<file path="src/rtl/cpu_pkg.sv">
// cpu_pkg: shared encodings and widths for the multicycle CPU.
//   PCSrc encodings (PC_SRC_*), PC-unit state encodings (ST_*) and ADDR_W.
package cpu_pkg;
    localparam int ADDR_W = 32;
    typedef enum logic [1:0] {
        PC_SRC_SEQ = 2'b00,
        PC_SRC_BR  = 2'b01,
        PC_SRC_JMP = 2'b10,
        PC_SRC_REG = 2'b11
    } pc_src_t;
    typedef enum logic [1:0] {
        ST_RUN   = 2'b00,
        ST_HALT  = 2'b01,
        ST_FAULT = 2'b10
    } pc_state_t;
endpackage

</file>
<file path="src/rtl/pc_next_mux.sv">
// pc_next_mux: combinational next-PC select, including jump-address formation.
//   in : pc_plus4, tgt_q, src (PCSrc), branch_taken, jump_index, reg_target
//   out: next_pc
module pc_next_mux
    import cpu_pkg::*;
(
    input  logic [ADDR_W-1:0] pc_plus4,
    input  logic [ADDR_W-1:0] tgt_q,
    input  logic [1:0]        src,
    input  logic              branch_taken,
    input  logic [25:0]       jump_index,
    input  logic [ADDR_W-1:0] reg_target,
    output logic [ADDR_W-1:0] next_pc
);
    logic [ADDR_W-1:0] jump_pc;
    assign jump_pc = {pc_plus4[31:28], jump_index, 2'b00};
    always_comb begin
        next_pc = (src == PC_SRC_REG) ? reg_target :
                  (src == PC_SRC_JMP) ? jump_pc :
                  (src == PC_SRC_BR && branch_taken) ? tgt_q : pc_plus4;
    end
endmodule

</file>
<file path="src/rtl/pc_next_unit.sv">
// pc_next_unit: PC register, branch-target latch, next-PC commit and halt/fault tracking.
//   in : CLK, RST (sync, active-low), PCWre, PCSrc, branch_taken, tgt_load,
//        branch_target, jump_index, reg_target, halt
//   out: pc, pc_plus4 (combinational), tgt_q, state, update_cnt, fault, fault_addr
//   Optional: PC_ALIGN_CHECK_EN rejects misaligned next_pc and enters FAULT.
module pc_next_unit
    import cpu_pkg::*;
#(
    parameter logic [31:0] RESET_PC = 32'h0000_0000
) (
    input  logic        CLK,
    input  logic        RST,
    input  logic        PCWre,
    input  logic [1:0]  PCSrc,
    input  logic        branch_taken,
    input  logic        tgt_load,
    input  logic [31:0] branch_target,
    input  logic [25:0] jump_index,
    input  logic [31:0] reg_target,
    input  logic        halt,
    output logic [31:0] pc,
    output logic [31:0] pc_plus4,
    output logic [31:0] tgt_q,
    output logic [1:0]  state,
    output logic [31:0] update_cnt,
    output logic        fault,
    output logic [31:0] fault_addr
);
    logic [ADDR_W-1:0] pc_q, pc_d, target_q, target_d, cnt_q, cnt_d, next_pc;
    pc_state_t         state_q, state_d;
    logic [ADDR_W-1:0] fault_addr_q, fault_addr_d;

    assign pc_plus4 = pc_q + 32'd4;

    // The mux sees the registered target, so a same-cycle tgt_load only affects later branches.
    pc_next_mux u_mux (
        .pc_plus4    (pc_plus4),
        .tgt_q       (target_q),
        .src         (PCSrc),
        .branch_taken(branch_taken),
        .jump_index  (jump_index),
        .reg_target  (reg_target),
        .next_pc     (next_pc)
    );

    always_comb begin
        pc_d         = pc_q;
        cnt_d        = cnt_q;
        state_d      = state_q;
        fault_addr_d = fault_addr_q;
        target_d     = tgt_load ? branch_target : target_q;
        if (state_q == ST_RUN) begin
            if (halt) begin
                state_d = ST_HALT;
            end else if (PCWre) begin
`ifdef PC_ALIGN_CHECK_EN
                if (next_pc[1:0] != 2'b00) begin
                    state_d      = ST_FAULT;
                    fault_addr_d = next_pc;
                end else
`endif
                begin
                    pc_d  = next_pc;
                    cnt_d = cnt_q + 32'd1;
                end
            end
        end
    end

    always_ff @(posedge CLK) begin
        if (!RST) begin
            pc_q         <= RESET_PC;
            target_q     <= '0;
            cnt_q        <= '0;
            state_q      <= ST_RUN;
            fault_addr_q <= '0;
        end else begin
            pc_q         <= pc_d;
            target_q     <= target_d;
            cnt_q        <= cnt_d;
            state_q      <= state_d;
            fault_addr_q <= fault_addr_d;
        end
    end

    assign pc         = pc_q;
    assign tgt_q      = target_q;
    assign update_cnt = cnt_q;
    assign state      = state_q;
`ifdef PC_ALIGN_CHECK_EN
    assign fault      = (state_q == ST_FAULT);
    assign fault_addr = fault_addr_q;
`else
    assign fault      = 1'b0;
    assign fault_addr = '0;
`endif
endmodule

</file>
<file path="config.mk">
export PLATFORM = sky130hd
export DESIGN_NAME = pc_next_unit
export DESIGN_NICKNAME = d
export VERILOG_FILES = /design/src/rtl/cpu_pkg.sv /design/src/rtl/pc_next_mux.sv /design/src/rtl/pc_next_unit.sv
export SDC_FILE = /design/constraint.sdc
export NUM_CORES = 1
export LEC_CHECK = 0
export CAP_MARGIN = 20
export CORE_UTILIZATION = 45
export CTS_CLUSTER_DIAMETER = 60
export CTS_CLUSTER_SIZE = 40
export DETAILED_ROUTE_END_ITERATION = 8
export HOLD_SLACK_MARGIN = 0.08
export MAX_ROUTING_LAYER = met4
export PLACE_DENSITY = 0.95
export RECOVER_POWER = 50
export SYNTH_ARGS = -nofsm -noshare
export SYNTH_HDL_FRONTEND = slang
export SYNTH_HIERARCHICAL = 1
export SYNTH_SLANG_ARGS = --single-unit
</file>
<file path="constraint.sdc">
create_clock -name CLK -period 3.9 [get_ports CLK]
set_input_delay 0.975 -clock CLK [delete_from_list [all_inputs] [get_ports CLK]]
set_output_delay 0.975 -clock CLK [all_outputs]
set_load 0.1 [all_outputs]
</file>
Word-level counts from Yosys, hierarchy flattened

Index checks and enable logic that the tools add are counted.

Multipliers: 0
Eq/ne operators: 3
Shift operators: 0
Magnitude comparators: 0
Bitwise logic cells: 1
Mux-type cells: 3
Reductions and logical operators: 4
Divide/modulo/power cells: 0
$add $sub $neg: 2

Operators with widths:

| cell                                                                  | number |
|---|---|
| 32-bit two-way mux                                                    | 3 |
| 32-bit by 1-bit adder with 32-bit output, second input constant       | 1 |
| 32-bit by 3-bit adder with 32-bit output, second input constant       | 1 |
| 2-bit equality test, second input constant                            | 2 |
| 3-bit AND reduction                                                   | 1 |
| 2-bit by 1-bit equality test with 1-bit output, second input constant | 1 |
| 2-bit zero test                                                       | 1 |
| 2-bit AND reduction                                                   | 1 |
| 1-bit logical AND                                                     | 1 |
| 1-bit inverter                                                        | 1 |

Word-level logic and storage cells: 17
Bits in read-only memories: 0
Register bits: 97
Output and inout port bits: 163
Bits in latches: 0
RAM bits: 0
Memories kept: 0

Depth between registers and ports, before layout

Word-level depth: 5
Depth in mapped cells: 9
Mapped depth without buffers: 9

Hierarchy

The synthesis kept the hierarchy.

By module, submodules not included:

| module       | seq. area each (µm²) | area an instance (µm²) | times used | cells an instance |
|---|---|---|---|---|
| pc_next_unit | 1941.9               | 4615.7                 | 1          | 544 |
| pc_next_mux  | 0.0                  | 1012.2                 | 1          | 148 |

Least setup slack after synthesis

Ideal clock, no wire load.

Path type: register -> output
Start point: register pc_q[5], in the netlist pc[5]
End point: output port pc_plus4[21]
Path slack: -902 ps
Required time: 2925 ps
Path buffers: 0
Arrival: 3827 ps
Cell stages (with the launch flop): 5
Path through: dfxtp_1 -> nand4_2 -> nor4_2 -> nand4_1 -> xnor2_1

Longest elaborated chain between the ends: 1

RTL lines:

| item                                     | RTL line           | source |
|---|---|---|
| start, declared                          | pc_next_unit.sv:29 | `logic [ADDR_W-1:0] pc_q, pc_d, target_q, target_d, cnt_q, cnt_d, next_pc;` |
| start signal, assigned                   | pc_next_unit.sv:78 | `pc_q <= pc_d;` |
| 32-bit by 3-bit adder with 32-bit output | pc_next_unit.sv:33 | `assign pc_plus4 = pc_q + 32'd4;` |
| end, declared                            | pc_next_unit.sv:22 | `output logic [31:0] pc_plus4,` |

Every way passes these cells.

Final worst setup path

Start point: register pc_q[2], in the netlist pc[2]
End point: output port pc_plus4[30]

The elaborated chain is that of the path after synthesis.

==> flow_metrics.tcl <==
set metrics [dict create \
    dp_hpwl_um 13100 \
    die-area_um2 13000 \
    yosys_warnings 6 \
    worst_pin_slew_ps 2630 \
    drtIter0Drc 267 \
    finalHoldViolCount 0 \
    grt_max_degree 61 \
    synth_edf_count 0 \
    avgSynthCellArea_um2 8.13 \
    final_layout_size_suffix_gt1_share_pct 9.72 \
    fin_skew_ps 8.62 \
    path_max_fanout 9 \
    ys_ff_latch 97 \
    port_buffers 226 \
    ys_types 42 \
    crit_arrival_ps 2670 \
    place_congestion 0.847 \
    initial_core_util_pct 46.5 \
    relSlewSlack_pct -75.4 \
    slew_viol_final 33 \
    layout.nets 990 \
    criticalPathCategory "reg -> out" \
    antenna_found_initial 0 \
    slowest_delay_ps 680 \
    outcome "finished with violations" \
    grt_pass1_vias 5554 \
    cp_cell_sequence "ha_1, inv_1, nor4_4, nand4_1, xnor2_4, buf_12" \
    fin_area_um2 8470 \
    critPathCaptureType "output pin" \
    antenna_cells 0 \
    routed_wl_um 18500 \
    clock-sinks 97 \
    cts_made_buffers 9 \
    clockBufferDepth 2 \
    path_clk_slew_ps 70 \
    dp_worst_setup_slack_ps 541 \
    syn-instance-count 692 \
    layout.cells.non_filler 1063 \
    detail-route-antenna-nets 0 \
    dp.cells 1047 \
    fmax_mhz 275 \
    worst_path_max_delay_cell "nor4_4" \
    route.detailed.drc 0 \
    violations "capacitance limit, slew limit" \
    rows 40 \
    dr_total_vias 5841 \
    overflow 0 \
    ctsHoldBuffers 0 \
    rsz0062_at_grt "false" \
    ctsHtreeMaxLevel 3 \
    setup_tns_ps 0 \
    period_needed_ps 3640 \
    ios 261 \
    fp.coreArea_um2 12100 \
    ys.flop_type "dfxtp_1" \
    wl_per_cell_um 17.4 \
    die_w_um 114 \
    hold_class "reg -> reg" \
    peakVddDrop_mv 0.202 \
    reg2regPathDepth 5 \
    grtUsageTotal_pct 28.8 \
    placed_area_um2 8250 \
    first_pass_iters 5 \
    setup_viol 0 \
    finalPower_uw 2980 \
    worst_ep_required_time_ps 2920 \
    setup_ws_ps 259 \
    p_leak_uw 0.00333 \
    grt_pass1_wl_um 28600 \
    die_h_um 114 \
    cellPowerDensity_nw_per_um2 351 \
    clk_latency_ps 350 \
    start_kind "register" \
    syn_area_um2 5630 \
    tritoncts "yes" \
    async_flop_share_pct 0 \
    worstHoldPathCells 2 \
    maxCapViolations 1 \
    yosysSeqAreaShare_pct 34.5 \
    via_per_inst 5.49 \
    area_growth_pct 50.4 \
    post-route-period-util_pct 93.4 \
    clockRootBuffer "clkbuf_16" \
]
==> through the flow <==
stage                     utilization (%)  hold slack [ps]
final                                69.9              490
after global placement               68.1              465
after detailed placement             68.1              476
after CTS                            70.8              486
after global routing                 69.9              515
after floorplan                         -              706
==> cell usage in the layout (no fill, tap or decap), types with 3 or more instances in the layout <==
cell type,count
xor2_2,3
mux2i_1,59
o31ai_1,14
xnor2_4,16
dfxtp_1,93
xnor2_1,7
o22ai_1,8
inv_1,11
or4_1,17
xnor2_2,4
a21oi_1,84
o21ai_0,8
buf_4,13
nor2_1,46
and3_1,33
and4_1,8
nand4_1,15
nand2_1,91
nor4_1,3
conb_1,34
clkbuf_16,9
a211oi_1,26
nand3_1,27
clkdlybuf4s50_1,176
clkbuf_1,24
or3_1,3
xor2_1,8
dfxtp_2,4
buf_12,17
==> cells in the mapped netlist (5+ instances only) <==
cell type,instances,area [um2]
a211oi_1,26,195
and4_1,8,70.1
o22ai_1,8,50.1
xor2_1,11,96.3
o21ai_0,8,40.0
dfxtp_1,97,1940
buf_1,5,18.8
a21oi_1,84,420
and3_1,33,206
nor2_1,46,173
xnor2_1,27,236
nand4_1,14,87.6
or4_1,17,128
o31ai_1,14,105
clkbuf_1,21,78.8
nand3_1,27,135
inv_1,10,37.5
mux2i_1,59,591
buf_4,40,300
buf_2,7,35.0
nand2_1,91,342
==> report_power, final <==
part	switching (uW)	internal, uW
clock network	403	582
logic	667	253
registers	45.2	1030
==> flip-flops by register name, summed over array words and instances (netlist names) <==
signal	flops
pc	32
state	1
tgt_q	32
update_cnt	32
==> per-layer routing <==
layer  part of all wire, %  vias to the layer above  global-route usage, %
met1                    42                     2758                   34.3
li1                      -                     2804                      -
met3                   6.3                       39                   4.68
met4                   2.9                        0                   11.4
met2                    49                      240                   48.8
met5                     0                        -                      -
==> kinds of logic after synthesis <==
logic type | Yosys count | synth area share (%)
xor+xnor | 38 | 5.91
other cells | 1 | 0.0666
simple gates | 261 | 24.3
compound gates | 142 | 14.7
flops | 97 | 34.5
buf+inv | 92 | 9.58
fa+ha+maj | 2 | 0.445
mux | 59 | 10.5
==> worst max-delay path: cells and delay by family (launching register included) <==
family                     cells  cell delay [ps]
adders and majority gates      1              240
and+or+nand+nor                2             1040
DFF                            1              430
buffers and inverters          2              320
xor gates and xnor gates       1              290
==> final timing paths <==
kind	start	slack, ps	to
min	update_cnt[31]	490	update_cnt[31]
min reg2reg	update_cnt[31]	490	update_cnt[31]
max	pc[2]	260	pc_plus4[30]
max reg2reg	state[0]	1150	update_cnt[31]
==> final cells by class <==
cell class                      count  area, um2
Fill cell                         969       3640
Multi-Input combinational cell    536       3610
Timing Repair Buffer              235       2320
Sequential cell                    97       1950
Clock buffer                       10        239
Tap cell                          168        210
Clock inverter                      6       90.1
Inverter                           11       41.3
==> repair_timing <==
action | in CTS | in global routing
buffers inserted | 0 | 0
endpoints found under the setup margin | 0 | 1
gates resized for setup | 0 | 1
hold endpoints to repair | 0 | 0
(Power assumes the default switching activity.)
